File: config.mk
export PLATFORM = sky130hd
export DESIGN_NAME = sync_fifo
export DESIGN_NICKNAME = d
export VERILOG_FILES = /design/src/rtl/sync_fifo.sv
export SDC_FILE = /design/constraint.sdc
export NUM_CORES = 1
export LEC_CHECK = 0
export CAP_MARGIN = 20
export CORE_MARGIN = 1.5
export CORE_UTILIZATION = 50
export DETAILED_ROUTE_END_ITERATION = 10
export GPL_ROUTABILITY_DRIVEN = 0
export PLACE_DENSITY = 0.75
export SLEW_MARGIN = 20
export SYNTH_ARGS = -nofsm -noshare
export SYNTH_HDL_FRONTEND = slang
export SYNTH_SLANG_ARGS = --single-unit
export TNS_END_PERCENT = 50
File: constraint.sdc
create_clock -name clk -period 3.68 [get_ports clk]
set_clock_uncertainty 0.1 [all_clocks]
set_input_delay 0.736 -clock clk [delete_from_list [all_inputs] [get_ports clk]]
set_output_delay 0.736 -clock clk [all_outputs]
set_load 0.005 [all_outputs]
File: src/rtl/sync_fifo.sv
// Single-clock FIFO with registered read data (one-cycle read latency).
// Define SYNC_FIFO_ERR_FLAGS_EN to add sticky overflow/underflow output flags.
module sync_fifo #(
  parameter int WIDTH = 4,
  parameter int DEPTH = 8,
  localparam int CW = $clog2(DEPTH) + 1
) (
  input  logic             clk,
  input  logic             rst,
  input  logic             wr_en,
  input  logic [WIDTH-1:0] din,
  input  logic             rd_en,
  output logic [WIDTH-1:0] dout,
  output logic             full,
  output logic             empty,
  output logic [CW-1:0]    count
`ifdef SYNC_FIFO_ERR_FLAGS_EN
  ,
  output logic             overflow,
  output logic             underflow
`endif
);

  localparam int AW = $clog2(DEPTH);

  // Handshake: wr_en/rd_en are per-cycle requests with no ready return path.
  // A write is taken when not full, or when full with a same-cycle read.
  // A read is taken when not empty. The producer/consumer watch full/empty.
  logic             wr_acc;
  logic             rd_acc;

  logic [AW-1:0]    wr_ptr_q, wr_ptr_d;
  logic [AW-1:0]    rd_ptr_q, rd_ptr_d;
  logic [CW-1:0]    count_q, count_d;
  logic             full_q, full_d;
  logic             empty_q, empty_d;
  logic [WIDTH-1:0] dout_q, dout_d;
  logic [WIDTH-1:0] mem_q [DEPTH];

  assign wr_acc = wr_en && (!full_q || rd_en);
  assign rd_acc = rd_en && !empty_q;

  always_comb begin
    wr_ptr_d = wr_ptr_q;
    rd_ptr_d = rd_ptr_q;
    count_d  = count_q;
    dout_d   = dout_q;
    if (wr_acc) begin
      wr_ptr_d = wr_ptr_q + AW'(1);
    end
    if (rd_acc) begin
      rd_ptr_d = rd_ptr_q + AW'(1);
      dout_d   = mem_q[rd_ptr_q];
    end
    case ({wr_acc, rd_acc})
      2'b10:   count_d = count_q + CW'(1);
      2'b01:   count_d = count_q - CW'(1);
      default: count_d = count_q;
    endcase
    // Flags come from the next count so they line up with count itself.
    full_d  = (count_d == CW'(DEPTH));
    empty_d = (count_d == CW'(0));
  end

  always_ff @(posedge clk) begin
    if (rst) begin
      wr_ptr_q <= '0;
      rd_ptr_q <= '0;
      count_q  <= '0;
      full_q   <= 1'b0;
      empty_q  <= 1'b1;
      dout_q   <= '0;
    end else begin
      wr_ptr_q <= wr_ptr_d;
      rd_ptr_q <= rd_ptr_d;
      count_q  <= count_d;
      full_q   <= full_d;
      empty_q  <= empty_d;
      dout_q   <= dout_d;
    end
  end

  // Storage is not reset; stale words are unreachable once pointers clear.
  always_ff @(posedge clk) begin
    if (!rst && wr_acc) begin
      mem_q[wr_ptr_q] <= din;
    end
  end

  assign dout  = dout_q;
  assign full  = full_q;
  assign empty = empty_q;
  assign count = count_q;

`ifdef SYNC_FIFO_ERR_FLAGS_EN
  logic overflow_q, overflow_d;
  logic underflow_q, underflow_d;

  always_comb begin
    overflow_d  = overflow_q  || (wr_en && full_q && !rd_en);
    underflow_d = underflow_q || (rd_en && empty_q);
  end

  always_ff @(posedge clk) begin
    if (rst) begin
      overflow_q  <= 1'b0;
      underflow_q <= 1'b0;
    end else begin
      overflow_q  <= overflow_d;
      underflow_q <= underflow_d;
    end
  end

  assign overflow  = overflow_q;
  assign underflow = underflow_q;
`endif

endmodule

==> key figures <==
Run status
  – Status: finished, final reports clean

Yosys
  – Most common cell in the netlist: edfxtp_1
  – Sequential area share after synthesis: a little under two thirds
  – Most used DFF post-synth: edfxtp_1
  – Synthesized flop and latch total: 48
  – Post-synth top cells: edfxtp_1 (32), nor2_1 (18), dfxtp_1 (16)
  – Fraction of registers with async set/reset: 0%
  – Synth Area in XOR/XNOR: between 3 and 4%
  – Post-synthesis adder-cell area fraction: around 2.5%
  – Multiplexer area fraction after synthesis: 13.0%
  – Ranking of synthesized cells by area: edfxtp_1 (48%), dfxtp_1 (16%), mux4_2 (9.0%)
  – Synth Cell Area: around 0.002 mm^2
  – Leading area contributor after synthesis: edfxtp_1
  – EDFF count, synth: 32
  – Combinational family with the most area after synthesis: multiplexers
  – Post-Synthesis Cells: approximately 140
  – Synthesized Nets: between 150 and 200
  – Area share of the largest cell type after synthesis: a little under half
  – Compound-Gate Fraction of Synth Area: between 4 and 5%
  – Simple-gate area share of the yosys netlist: ~10%
  – Syn avg cell area: ~14 um^2
  – Distinct cells, synth: 31
  – Yosys Warn Count: 0

Job
  – Max_cap viols: 0

Route
  – Antenna Nets Post-Route: 0
  – First-pass DRT Iterations: 4
  – # DRC: 0
  – Routed WL: approximately 3300 um
  – Routed vias: between 1,000 and 1,500
  – Vias/cell: around 5.5
  – Initial detailed-routing violation count: 60
  – Routed len/inst: between 15 and 20 um

Critical path
  – CP Max Fanout: 8
  – Crit. End Element: register
  – R2R setup slack: about 1.4 ns
  – Critical Path Slowest Stage Cell: clkdlybuf4s50_1
  – WP data required: between 3 and 4 ns
  – Type of the worst setup path: input pin to register
  – CP arrival: 3.02 ns
  – Crit path largest cell delay: 0.53 ns
  – CP startpoint kind: input pin
  – Critical path cell sequence: clkdlybuf4s50_1 > o21a_1 > inv_1 > ha_1 > a2111oi_0 > mux2i_1 > xor2_1 > a21o_1

Timing
  – Fin crit period: ~2.9 ns
  – Final Slew Violations: 0
  – Final Hold Viols: 0
  – Worst-margin pin slew: approximately 0.74 ns
  – Fin crit share: 78.1%
  – Fmax: approximately 350 MHz
  – RSZ-0062 raised after global routing: false
  – TNS Setup: 0 ns
  – Final Setup Violations: 0
  – Hold_ws: about 0.4 ns
  – Slew HR: 50.1%

Placed design
  – Inst Count DP: 201
  – # port buffers: 17
  – HPWL Detailed: around 2400 um

Clock tree
  – CTS H-tree depth: 2
  – Post-CTS Resized: 0
  – Num CTS Buffers: 5
  – Clock Latency Late Sink: roughly 0.3 ns
  – Setup Fix Bufs, Post-CTS: 0
  – CTS tree: yes
  – Clk buf depth: 2
  – CTS sink count: between 40 and 50
  – CTS Root Cell: clkbuf_8
  – Reg clk slew, reported paths: 0.08 ns
  – CTS Hold Bufs: 0

Power and ir drop
  – Clk pwr share: between 20% and 30%
  – Combinational Power Share: a little under a fifth
  – Pwr dens: around 500 mW/mm^2
  – Pleak: 0.000758 uW
  – Cell internal pwr: 866 uW
  – Peak supply drop: about 0.00030 V
  – Net Sw Frac: about a quarter
  – Sequential Power Share: ~57%
  – Sw Pwr: 291 uW

Floorplanning
  – Starting Density: between 50% and 60%
  – Die area: between 0.004 and 0.005 mm^2
  – Die Span Y: roughly 66 um
  – Core area: 0.00377 mm^2
  – Site Rows: 22
  – IO Pins: 18
  – Die Wd: between 60 and 70 um

Cells and area
  – Post-Route Utilization: 61.2%
  – Layout Cells excl Fill: 209
  – Layout cells sized above 1: between 10% and 20%
  – Area Growth Syn to Fin: 14.9%
  – Final net count: about 170
  – Ant diodes: 0

GRT
  – Initial antenna violation count: 0
  – Number of global-route vias before repair: 1,088
  – GR Util All Layers: 17.6%
  – First-pass GRT wire length: between 5000 and 6000 um
  – Largest net degree at the start of global routing: 21
  – GRT overflow: 0

Min path
  – Hold crit path type: register to register
-- power by group through the flow --
stage	Sequential [uW]	Combinational (uW)	Clock, uW
after floorplan	649	150	0
after detailed placement	670	213	0
final	655	212	291
after CTS	657	213	303
after global placement	664	208	0
after global routing	663	234	327
-- layout make-up --
cell class / instances / area (um^2)
repair buffers: 21 / 200
flip-flops and latches: 48 / 1280
inverters: 3 / 11.3
multi-input cells: 81 / 673
clock inverters: 1 / 5.00
well taps: 48 / 60.1
clock buffers: 7 / 76.3
fillers: 265 / 1460
-- state kept, by name, summed over array words and instances, names as in the netlist --
signal    cells
full          1
dout          4
wr_ptr_q      3
mem_q        32
empty         1
rd_ptr_q      3
count         4
-- cell families after synthesis --
kind of cell / after synthesis
compound gates: 13
xor+xnor: 8
fa+ha+maj: 4
buf+inv: 10
flops: 48
mux: 16
simple gates: 40
-- critical path, delay by kind of cell --
kind / cells / cell delay [ns]
mux: 1 / 0.14
compound gates: 3 / 0.78
fa+ha+maj: 1 / 0.42
buf+inv: 2 / 0.67
xor+xnor: 1 / 0.27
-- cells in the final DEF, fill, tap and decap left out, types with 2 or more instances in the layout --
| cell type | count |
|---|---|
| nand2_1 | 8 |
| clkbuf_8 | 5 |
| ha_1 | 4 |
| nor3b_1 | 2 |
| clkdlybuf4s50_1 | 17 |
| dfxtp_1 | 16 |
| clkbuf_1 | 2 |
| a21oi_1 | 4 |
| mux2i_1 | 8 |
| edfxtp_1 | 32 |
| mux4_2 | 8 |
| xnor2_1 | 2 |
| nor3_1 | 3 |
| a211oi_1 | 4 |
| nor2_1 | 18 |
| inv_1 | 3 |
| buf_4 | 4 |
| xor2_1 | 6 |
-- through the flow --
step / worst slack [ns] / area, um^2 / total power [uW]
finish: 0.807 / 2310 / 1160
global route: 0.642 / 2310 / 1220
CTS: 0.796 / 2310 / 1170
detailed placement: 0.486 / 2230 / 882
global placement: 0.550 / 2230 / 872
floorplan: 0.982 / 2010 / 799
-- path summary, 6_finish.rpt --
path | from | end | cells after the start
worst max-delay path | wr_en | empty$_SDFF_PP1_ | 8
worst min-delay path | dout[3]$_SDFFE_PP0P_ | dout[3]$_SDFFE_PP0P_ | 2
worst max register to register | full$_SDFF_PP0_ | empty$_SDFF_PP1_ | 8
worst min register to register | dout[3]$_SDFFE_PP0P_ | dout[3]$_SDFFE_PP0P_ | 2
-- routing by layer --
metal  GRT usage (%)  vias up  part of all wire, %
li1                -      555                    -
met3            4.60        7                  3.0
met1            22.8      559                   46
met2            27.6       23                   50
met4            8.16        0                  1.7
met5               0        -                    0
(Power assumes the default switching activity.)
